## src/rtl/fft_sample_unpacker.sv

```systemverilog
// fft_sample_unpacker: pops 64-bit FIFO words and streams them out as two
// 32-bit complex samples each (lower lane first) on an AXI4-Stream master.
// TLAST marks every FFT frame boundary and the final sample of the job.
module fft_sample_unpacker #(
    parameter int C_DATA_WIDTH   = 64,
    parameter int C_SAMPLE_WIDTH = 32,
    parameter int C_FFT_LEN      = 1024,
    parameter int C_LOG2_FFT_LEN = 10
) (
    input  logic                      ap_clk,
    input  logic                      ap_rst,
    input  logic                      ap_start,
    output logic                      ap_done,
    output logic                      ap_idle,
    output logic                      ap_ready,
    input  logic [31:0]               transfer_byte,
    input  logic [C_DATA_WIDTH-1:0]   in_r_dout,
    input  logic                      in_r_empty_n,
    output logic                      in_r_read,
    output logic [C_SAMPLE_WIDTH-1:0] m_axis_tdata,
    output logic                      m_axis_tvalid,
    input  logic                      m_axis_tready,
    output logic                      m_axis_tlast
);

    typedef enum logic [1:0] {S_IDLE, S_PRE, S_RUN, S_DONE} state_t;

    localparam logic [C_LOG2_FFT_LEN-1:0] FRM_LAST = C_LOG2_FFT_LEN'(C_FFT_LEN - 1);

    state_t                      state_q, state_d;
    logic                        start_q, start_d;
    logic [31:0]                 xfer_q, xfer_d;
    logic [31:0]                 total_smp_q, total_smp_d;
    logic [31:0]                 total_wrd_q, total_wrd_d;
    logic [31:0]                 smp_cnt_q, smp_cnt_d;
    logic [31:0]                 wrd_cnt_q, wrd_cnt_d;
    logic [C_LOG2_FFT_LEN-1:0]   frm_pos_q, frm_pos_d;
    logic [C_DATA_WIDTH-1:0]     buf_q, buf_d;
    logic                        bvld_q, bvld_d;
    logic                        lane_q, lane_d;

    logic start_rise, hs, last_smp, buf_free, load_ok;

    // hs is built from internal state rather than m_axis_tvalid so the
    // output process does not feed back into itself through load_ok.
    assign start_rise = ap_start & ~start_q;
    assign hs         = (state_q == S_RUN) & bvld_q & m_axis_tready;
    assign last_smp   = (smp_cnt_q == total_smp_q - 32'd1);
    assign buf_free   = hs & (lane_q | last_smp);
    assign load_ok    = (state_q == S_RUN) && (wrd_cnt_q < total_wrd_q) && (!bvld_q || buf_free);

    // FSM state register
    always_ff @(posedge ap_clk or posedge ap_rst) begin
        if (ap_rst) state_q <= S_IDLE;
        else        state_q <= state_d;
    end

    // FSM next-state logic
    always_comb begin
        state_d = state_q;
        case (state_q)
            S_IDLE: if (start_rise) state_d = S_PRE;
            S_PRE:  state_d = (xfer_q[31:2] == 30'd0) ? S_DONE : S_RUN;
            S_RUN:  if (hs && last_smp) state_d = S_DONE;
            S_DONE: state_d = S_IDLE;
            default: state_d = S_IDLE;
        endcase
    end

    // FSM / stream outputs
    always_comb begin
        ap_idle       = (state_q == S_IDLE);
        ap_ready      = (state_q == S_PRE);
        ap_done       = (state_q == S_DONE);
        m_axis_tvalid = (state_q == S_RUN) & bvld_q;
        m_axis_tdata  = lane_q ? buf_q[C_SAMPLE_WIDTH +: C_SAMPLE_WIDTH] : buf_q[C_SAMPLE_WIDTH-1:0];
        m_axis_tlast  = m_axis_tvalid & ((frm_pos_q == FRM_LAST) | last_smp);
        in_r_read     = load_ok & in_r_empty_n;
    end

    // Datapath next-state: job sizing, counters and the word buffer
    always_comb begin
        start_d     = ap_start;
        xfer_d      = xfer_q;
        total_smp_d = total_smp_q;
        total_wrd_d = total_wrd_q;
        smp_cnt_d   = smp_cnt_q;
        wrd_cnt_d   = wrd_cnt_q;
        frm_pos_d   = frm_pos_q;
        buf_d       = buf_q;
        bvld_d      = bvld_q;
        lane_d      = lane_q;

        if (state_q == S_IDLE && start_rise) xfer_d = transfer_byte;

        if (state_q == S_PRE) begin
            total_smp_d = {2'b00, xfer_q[31:2]};
            // 33-bit sum so a near-max byte count cannot wrap
            total_wrd_d = 32'(({1'b0, xfer_q} + 33'd4) >> 3);
        end

        if (state_q == S_IDLE) begin
            smp_cnt_d = '0;
            wrd_cnt_d = '0;
            frm_pos_d = '0;
            buf_d     = '0;
            bvld_d    = 1'b0;
            lane_d    = 1'b0;
        end else begin
            if (hs) begin
                smp_cnt_d = smp_cnt_q + 32'd1;
                frm_pos_d = frm_pos_q + C_LOG2_FFT_LEN'(1);
            end
            // A load overrides the free/advance so word boundaries have no bubble
            if (in_r_read) begin
                buf_d     = in_r_dout;
                bvld_d    = 1'b1;
                lane_d    = 1'b0;
                wrd_cnt_d = wrd_cnt_q + 32'd1;
            end else if (hs) begin
                if (buf_free) bvld_d = 1'b0;
                else          lane_d = 1'b1;
            end
        end
    end

    // Datapath registers
    always_ff @(posedge ap_clk or posedge ap_rst) begin
        if (ap_rst) begin
            start_q     <= 1'b0;
            xfer_q      <= '0;
            total_smp_q <= '0;
            total_wrd_q <= '0;
            smp_cnt_q   <= '0;
            wrd_cnt_q   <= '0;
            frm_pos_q   <= '0;
            buf_q       <= '0;
            bvld_q      <= 1'b0;
            lane_q      <= 1'b0;
        end else begin
            start_q     <= start_d;
            xfer_q      <= xfer_d;
            total_smp_q <= total_smp_d;
            total_wrd_q <= total_wrd_d;
            smp_cnt_q   <= smp_cnt_d;
            wrd_cnt_q   <= wrd_cnt_d;
            frm_pos_q   <= frm_pos_d;
            buf_q       <= buf_d;
            bvld_q      <= bvld_d;
            lane_q      <= lane_d;
        end
    end

endmodule

```

## config.mk

```make
export PLATFORM = sky130hd
export DESIGN_NAME = fft_sample_unpacker
export DESIGN_NICKNAME = d
export VERILOG_FILES = /design/src/rtl/fft_sample_unpacker.sv
export SDC_FILE = /design/constraint.sdc
export NUM_CORES = 1
export LEC_CHECK = 0
export CORE_MARGIN = 2
export CORE_UTILIZATION = 60
export DETAILED_ROUTE_END_ITERATION = 8
export GPL_TIMING_DRIVEN = 0
export PLACE_DENSITY = 0.84
export SKIP_LAST_GASP = 1
export SLEW_MARGIN = 20
export SYNTH_ARGS = -nofsm -noshare
export SYNTH_HDL_FRONTEND = slang
export SYNTH_SLANG_ARGS = --single-unit
```

## constraint.sdc

```tcl
create_clock -name ap_clk -period 21.1 [get_ports ap_clk]
set_clock_uncertainty 0.05 [all_clocks]
set_input_delay 4.22 -clock ap_clk [delete_from_list [all_inputs] [get_ports ap_clk]]
set_output_delay 4.22 -clock ap_clk [all_outputs]
set_load 0.02 [all_outputs]
```

Word level (Yosys, flattened, before mapping):

Index checks and enable logic that the tools add are counted.

* register bits after elaboration: 235
* bits of input ports: 101
* output and inout bits: 38
* logic and storage cells: 70

* add/sub/neg operators: 5
* order comparisons: 1
* equal/unequal tests: 8
* multiplexer cells: 21
* bitwise logic cells: 9
* reduce and logical (&&, ||, !) cells: 15

Operators by type and width (number)
* two-way mux 32 bit: 5
* two-way mux 64 bit: 2
* adder 32 x 1 -> 32 bit, second input constant: 2
* adder 32 x 3 -> 33 bit, second input constant: 1
* equality test 32 bit: 1
* < comparator 32 x 30 -> 1 bit: 1
* subtractor 30 x 1 -> 31 bit, second input constant: 1
* logical NOT 30 bit: 1
* two-way mux 10 bit: 2
* adder 10 x 1 -> 10 bit, second input constant: 1
* equality test 10 bit, second input constant: 1
* two-way mux 1 bit: 9
* case mux 2 bit (4 select lines): 1
* bitwise AND 1 bit: 6
* AND reduction 2 bit: 3
* nonzero test 3 bit: 2
* equality test 2 bit, second input constant: 2
* logical AND 1 bit: 4
* two-way mux 2 bit: 2
* nonzero test 2 bit: 2
* inequality test 3 bit, second input constant: 1
* equality test 2 x 1 -> 1 bit, second input constant: 1
* logical NOT 2 bit: 1
* inequality test 2 x 1 -> 1 bit, second input constant: 1
* other kinds (5): 6

Depth between registers and ports, before layout:

* depth in word-level cells: 9
* mapped depth: 14

Worst setup path after synthesis:

No wires, ideal clock.

* path kind: input to output
* start point: input port m_axis_tready
* end point: output port in_r_read
* arrival time: 5787 ps
* data required time: 16830 ps
* path slack: 11043 ps
* stages: 7
* buffers on the path: 2
* path through: and3_1 > nand2_1 > or4b_4 > o211a_4 > nor2_2 > buf_4 > buf_4

* longest elaborated chain between the ends: 5

RTL lines
* start, declared: RTL line 22 `input logic m_axis_tready,`
* bitwise AND 1 bit: RTL line 47 `assign hs = (state_q == S_RUN) & bvld_q & m_axis_tready;`
* bitwise AND 1 bit: RTL line 49 `assign buf_free = hs & (lane_q | last_smp);`
* logical OR 1 bit: RTL line 50 `assign load_ok = (state_q == S_RUN) && (wrd_cnt_q < total_wrd_q) && (!bvld_q || buf_free);`
* logical AND 1 bit: RTL line 50
* bitwise AND 1 bit: RTL line 78 `in_r_read = load_ok & in_r_empty_n;`
* end, declared: RTL line 19 `output logic in_r_read,`

Every way passes these cells.

Final worst setup path:

Ends and elaborated chain as after synthesis.

==> summary.txt <==
STA
  – Slew @ Worst Pin: 0.911 ns
  – Setup_tns: 0 ns
  – Slew Viols, Final: 0
  – RSZ-0062 raised after global routing: false
  – Final period utilization: 0.555
  – Final hold vios: 0
  – # setup viols final: 0
  – Min cycle time layout: 11.70 ns
  – Peak Freq: 85.4 MHz
  – Slew headroom: 0.387
  – Min Hold Slack: 0.479 ns

Floorplanning
  – Die area: 23,700 um^2
  – Die Span Y: 154 um
  – Top-Level Pins: 139
  – Core area: 22,000 um^2
  – Site Rows: 54
  – Die width: 154 um
  – Initial core utilization: 0.614

GRT
  – First-pass GRT wire length: 56.7 mm
  – GRT Util Overall: 0.297
  – Initial antenna violation count: 1
  – Number of global-route vias before repair: 11.2k
  – Global route overflow: 0
  – Largest net degree at the start of global routing: 102

Setup path
  – Critical path class: in -> out
  – Worst path max stage delay: 0.64 ns
  – Worst path slowest cell: clkdlybuf4s50_1
  – CP Buf/Inv Count: 4
  – Critical Path Sink Type: output port
  – Required time worst endpoint: 16.83 ns
  – Setup slack, reg-to-reg: 16.71 ns
  – CP startpoint kind: input pin
  – Worst path top cell family by delay: buffers and inverters
  – Number of cells on the worst reg-to-reg path: 12
  – Worst Path Max Fanout: 10
  – Critical path arrival: 7.43 ns
  – Reg-to-Reg Start: total_smp_q[8]$_DFFE_PP0P_
  – Crit-path cells: clkdlybuf4s50_1 -> and3_1 -> nand2_1 -> or4b_4 -> o211a_4 -> nor2_2 -> buf_4 -> buf_4 -> clkdlybuf4s50_1
  – Worst r2r dst: buf_q[15]$_DFFE_PP0P_

Route
  – WL/cell: 19.2 um
  – Metal-1 WL: 14.4 mm
  – Remaining DRCs: 0
  – DR WL met3: 3.12 mm
  – Vias per inst: 6.03
  – ANT nets after route: 0
  – Final wirelength: 35.1 mm
  – Metal2 WL: 16.7 mm
  – DR iter-0 viols: 790
  – Initial DRT Pass Iterations: 5
  – Vias: 11.0k
  – Top Metal Used: met4

Finish
  – Layout cells sized above 1: 0.109
  – P&R area growth vs syn: 19.4%
  – N_diodes: 0
  – # nets final: 1,670

Logic synthesis
  – Synth warn: 0
  – Share of the synthesized area in the top cell type: 0.433
  – Commonest cells post-synth: dfrtp_1, nand2b_1, mux2_2, nor2_1, nand2_1
  – Mapped Avg Cell Area: 9.88 um^2
  – Synth area leader: dfrtp_1
  – Synth unique cells: 60
  – Synthesized instance count: 1,364
  – Seq/Total Area, Yosys: 0.433
  – Number of flops mapped to enable cells by yosys: 0
  – Synth async-reset ratio: 1.00
  – Most used DFF post-synth: dfrtp_1
  – Most common cell in the synthesized netlist: dfrtp_1
  – Main area contributors after synthesis: dfrtp_1, mux2_2, nand2b_1
  – Mapped Nets: 1,504
  – Seq cells post-synth: 233
  – Synth Cell Area: 13,500 um^2

Clock tree
  – Setup Buffers After CTS: 0
  – CTS HTree Levels: 1
  – CTS root buf: clkbuf_16
  – CTS max path bufs: 3
  – Clk_lat worst skew: 0.53 ns
  – CTS Buf Count: 26
  – Resize count post-CTS: 0
  – CTS tree: built
  – Hold buffer count at CTS: 0
  – Clock Pin Slew Worst Setup and Hold Paths: 0.06 ns
  – CTS sink cnt: 233

Place
  – Port Buffer Count: 136
  – HPWL after DPL: 25.3 mm
  – RePlAce Congestion: 0.915

Pwr
  – Switching share of total power: 0.393
  – Leak: 6.89 nW
  – Flop pwr share: 0.358
  – Power Density: 133 nW/um^2
  – P_sw: 0.842 mW
  – Clk pwr share: 0.213
  – Max rail drop VDD: 0.0923 mV
  – Combinational power share: 0.429
  – Pint: 1.30 mW

Min path
  – Worst min-delay path class: reg -> reg
  – Hold Path Depth: 2
  – Min-delay src: total_wrd_q[20]$_DFFE_PP0P_
  – Worst Hold Endpoint: total_wrd_q[20]$_DFFE_PP0P_

Run
  – Max_cap viols: 0

Outcome
  – Outcome: finished clean
[cells by family after synthesis]
family | count (synthesis) | synth area share
buf+inv | 120 | 0.0360
mux | 177 | 0.141
compound gates | 148 | 0.0680
flops | 233 | 0.433
fa+ha+maj | 39 | 0.0362
xor+xnor | 92 | 0.0598
simple gates | 555 | 0.226
[per-layer routing]
metal  track usage  vias up
li1              -     5100
met5             0        -
met4        0.0863        0
met2         0.496      450
met1         0.389     5390
met3        0.0685       67
[power by group through the flow]
| stage | clock (mW) | combinational, mW | sequential (mW) |
|---|---|---|---|
| after CTS | 0.458 | 0.916 | 0.760 |
| final | 0.456 | 0.920 | 0.766 |
| after global placement | 0 | 0.878 | 0.757 |
| after global routing | 0.478 | 0.996 | 0.784 |
| after floorplan | 0 | 0.645 | 0.708 |
| after detailed placement | 0 | 0.905 | 0.763 |
[per-stage QoR]
| step | util | worst slack [ns] | power, mW | cells | instance area (um^2) |
|---|---|---|---|---|---|
| after floorplan | - | 10.44 | 1.35 | 1364 | 13500 |
| after global placement | 0.692 | 7.46 | 1.64 | 1780 | 15200 |
| after detailed placement | 0.695 | 9.43 | 1.67 | 1782 | 15300 |
| after CTS | 0.733 | 9.43 | 2.14 | 1826 | 16100 |
| after global routing | 0.733 | 9.33 | 2.26 | 1826 | 16100 |
| final | 0.733 | 9.40 | 2.14 | 1826 | 16100 |
[final cells by class]
class,instances,area (um^2)
well taps,280,350
flip-flops and latches,233,5830
clock inverters,4,70.1
fillers,1559,5860
repair buffers,138,1420
inverters,46,180
clock buffers,40,774
plain buffers,74,313
multi-input cells,1011,7160
[cells in the final DEF, fill, tap and decap left out, types with 3 or more instances in the layout]
master / netlist / routed
clkbuf_16: 0 / 27
nand3_1: 40 / 40
clkdlybuf4s50_1: 0 / 136
and4_1: 8 / 8
inv_1: 46 / 45
nor2_1: 106 / 106
nand2b_1: 135 / 135
dfrtp_1: 233 / 233
a21o_1: 9 / 9
nor2b_1: 21 / 21
nor4b_1: 4 / 4
o211ai_1: 4 / 4
clkbuf_1: 53 / 61
a211oi_1: 7 / 7
ha_1: 39 / 39
o21ai_0: 29 / 29
mux2i_1: 71 / 71
nor3_1: 31 / 31
nand2_1: 74 / 74
o31ai_1: 13 / 13
xnor2_1: 35 / 35
a31oi_1: 3 / 3
mux2_2: 106 / 106
buf_2: 7 / 7
or3_1: 10 / 10
nand4_1: 37 / 37
buf_1: 9 / 9
or2_2: 3 / 3
a21oi_1: 63 / 63
buf_4: 3 / 3
and2_1: 10 / 10
clkbuf_8: 0 / 5
or4_1: 14 / 14
and3_1: 25 / 25
nand3b_1: 4 / 4
xor2_1: 57 / 57
nor4_1: 21 / 21
[worst register-to-register path, delay by kind of cell (launching register included)]
kind | cells | cell delay [ns]
buffers and inverters | 3 | 0.70
multiplexers | 2 | 0.59
AND/OR/NAND/NOR | 6 | 2.29
flip-flops | 1 | 0.36
AO/OA/AOI/OAI | 1 | 0.31
[registers in the layout (all words and copies together) (netlist names)]
register     flops
bvld_q           1
wrd_cnt_q       32
smp_cnt_q       32
start_q          1
total_wrd_q     30
buf_q           64
xfer_q          30
lane_q           1
total_smp_q     30
frm_pos_q       10
state_q          2
[how the worst max path moves through the flow]
stage	from	to	depth (start not counted)
after floorplan	ap_rst	buf_q[0]$_DFFE_PP0P_	1
after global placement	ap_rst	wrd_cnt_q[6]$_DFFE_PP0P_	2
after detailed placement	m_axis_tready	in_r_read	9
after CTS	m_axis_tready	in_r_read	9
after global routing	m_axis_tready	in_r_read	9
final	m_axis_tready	in_r_read	9
No activity file was read; power rests on OpenSTA's default activity.
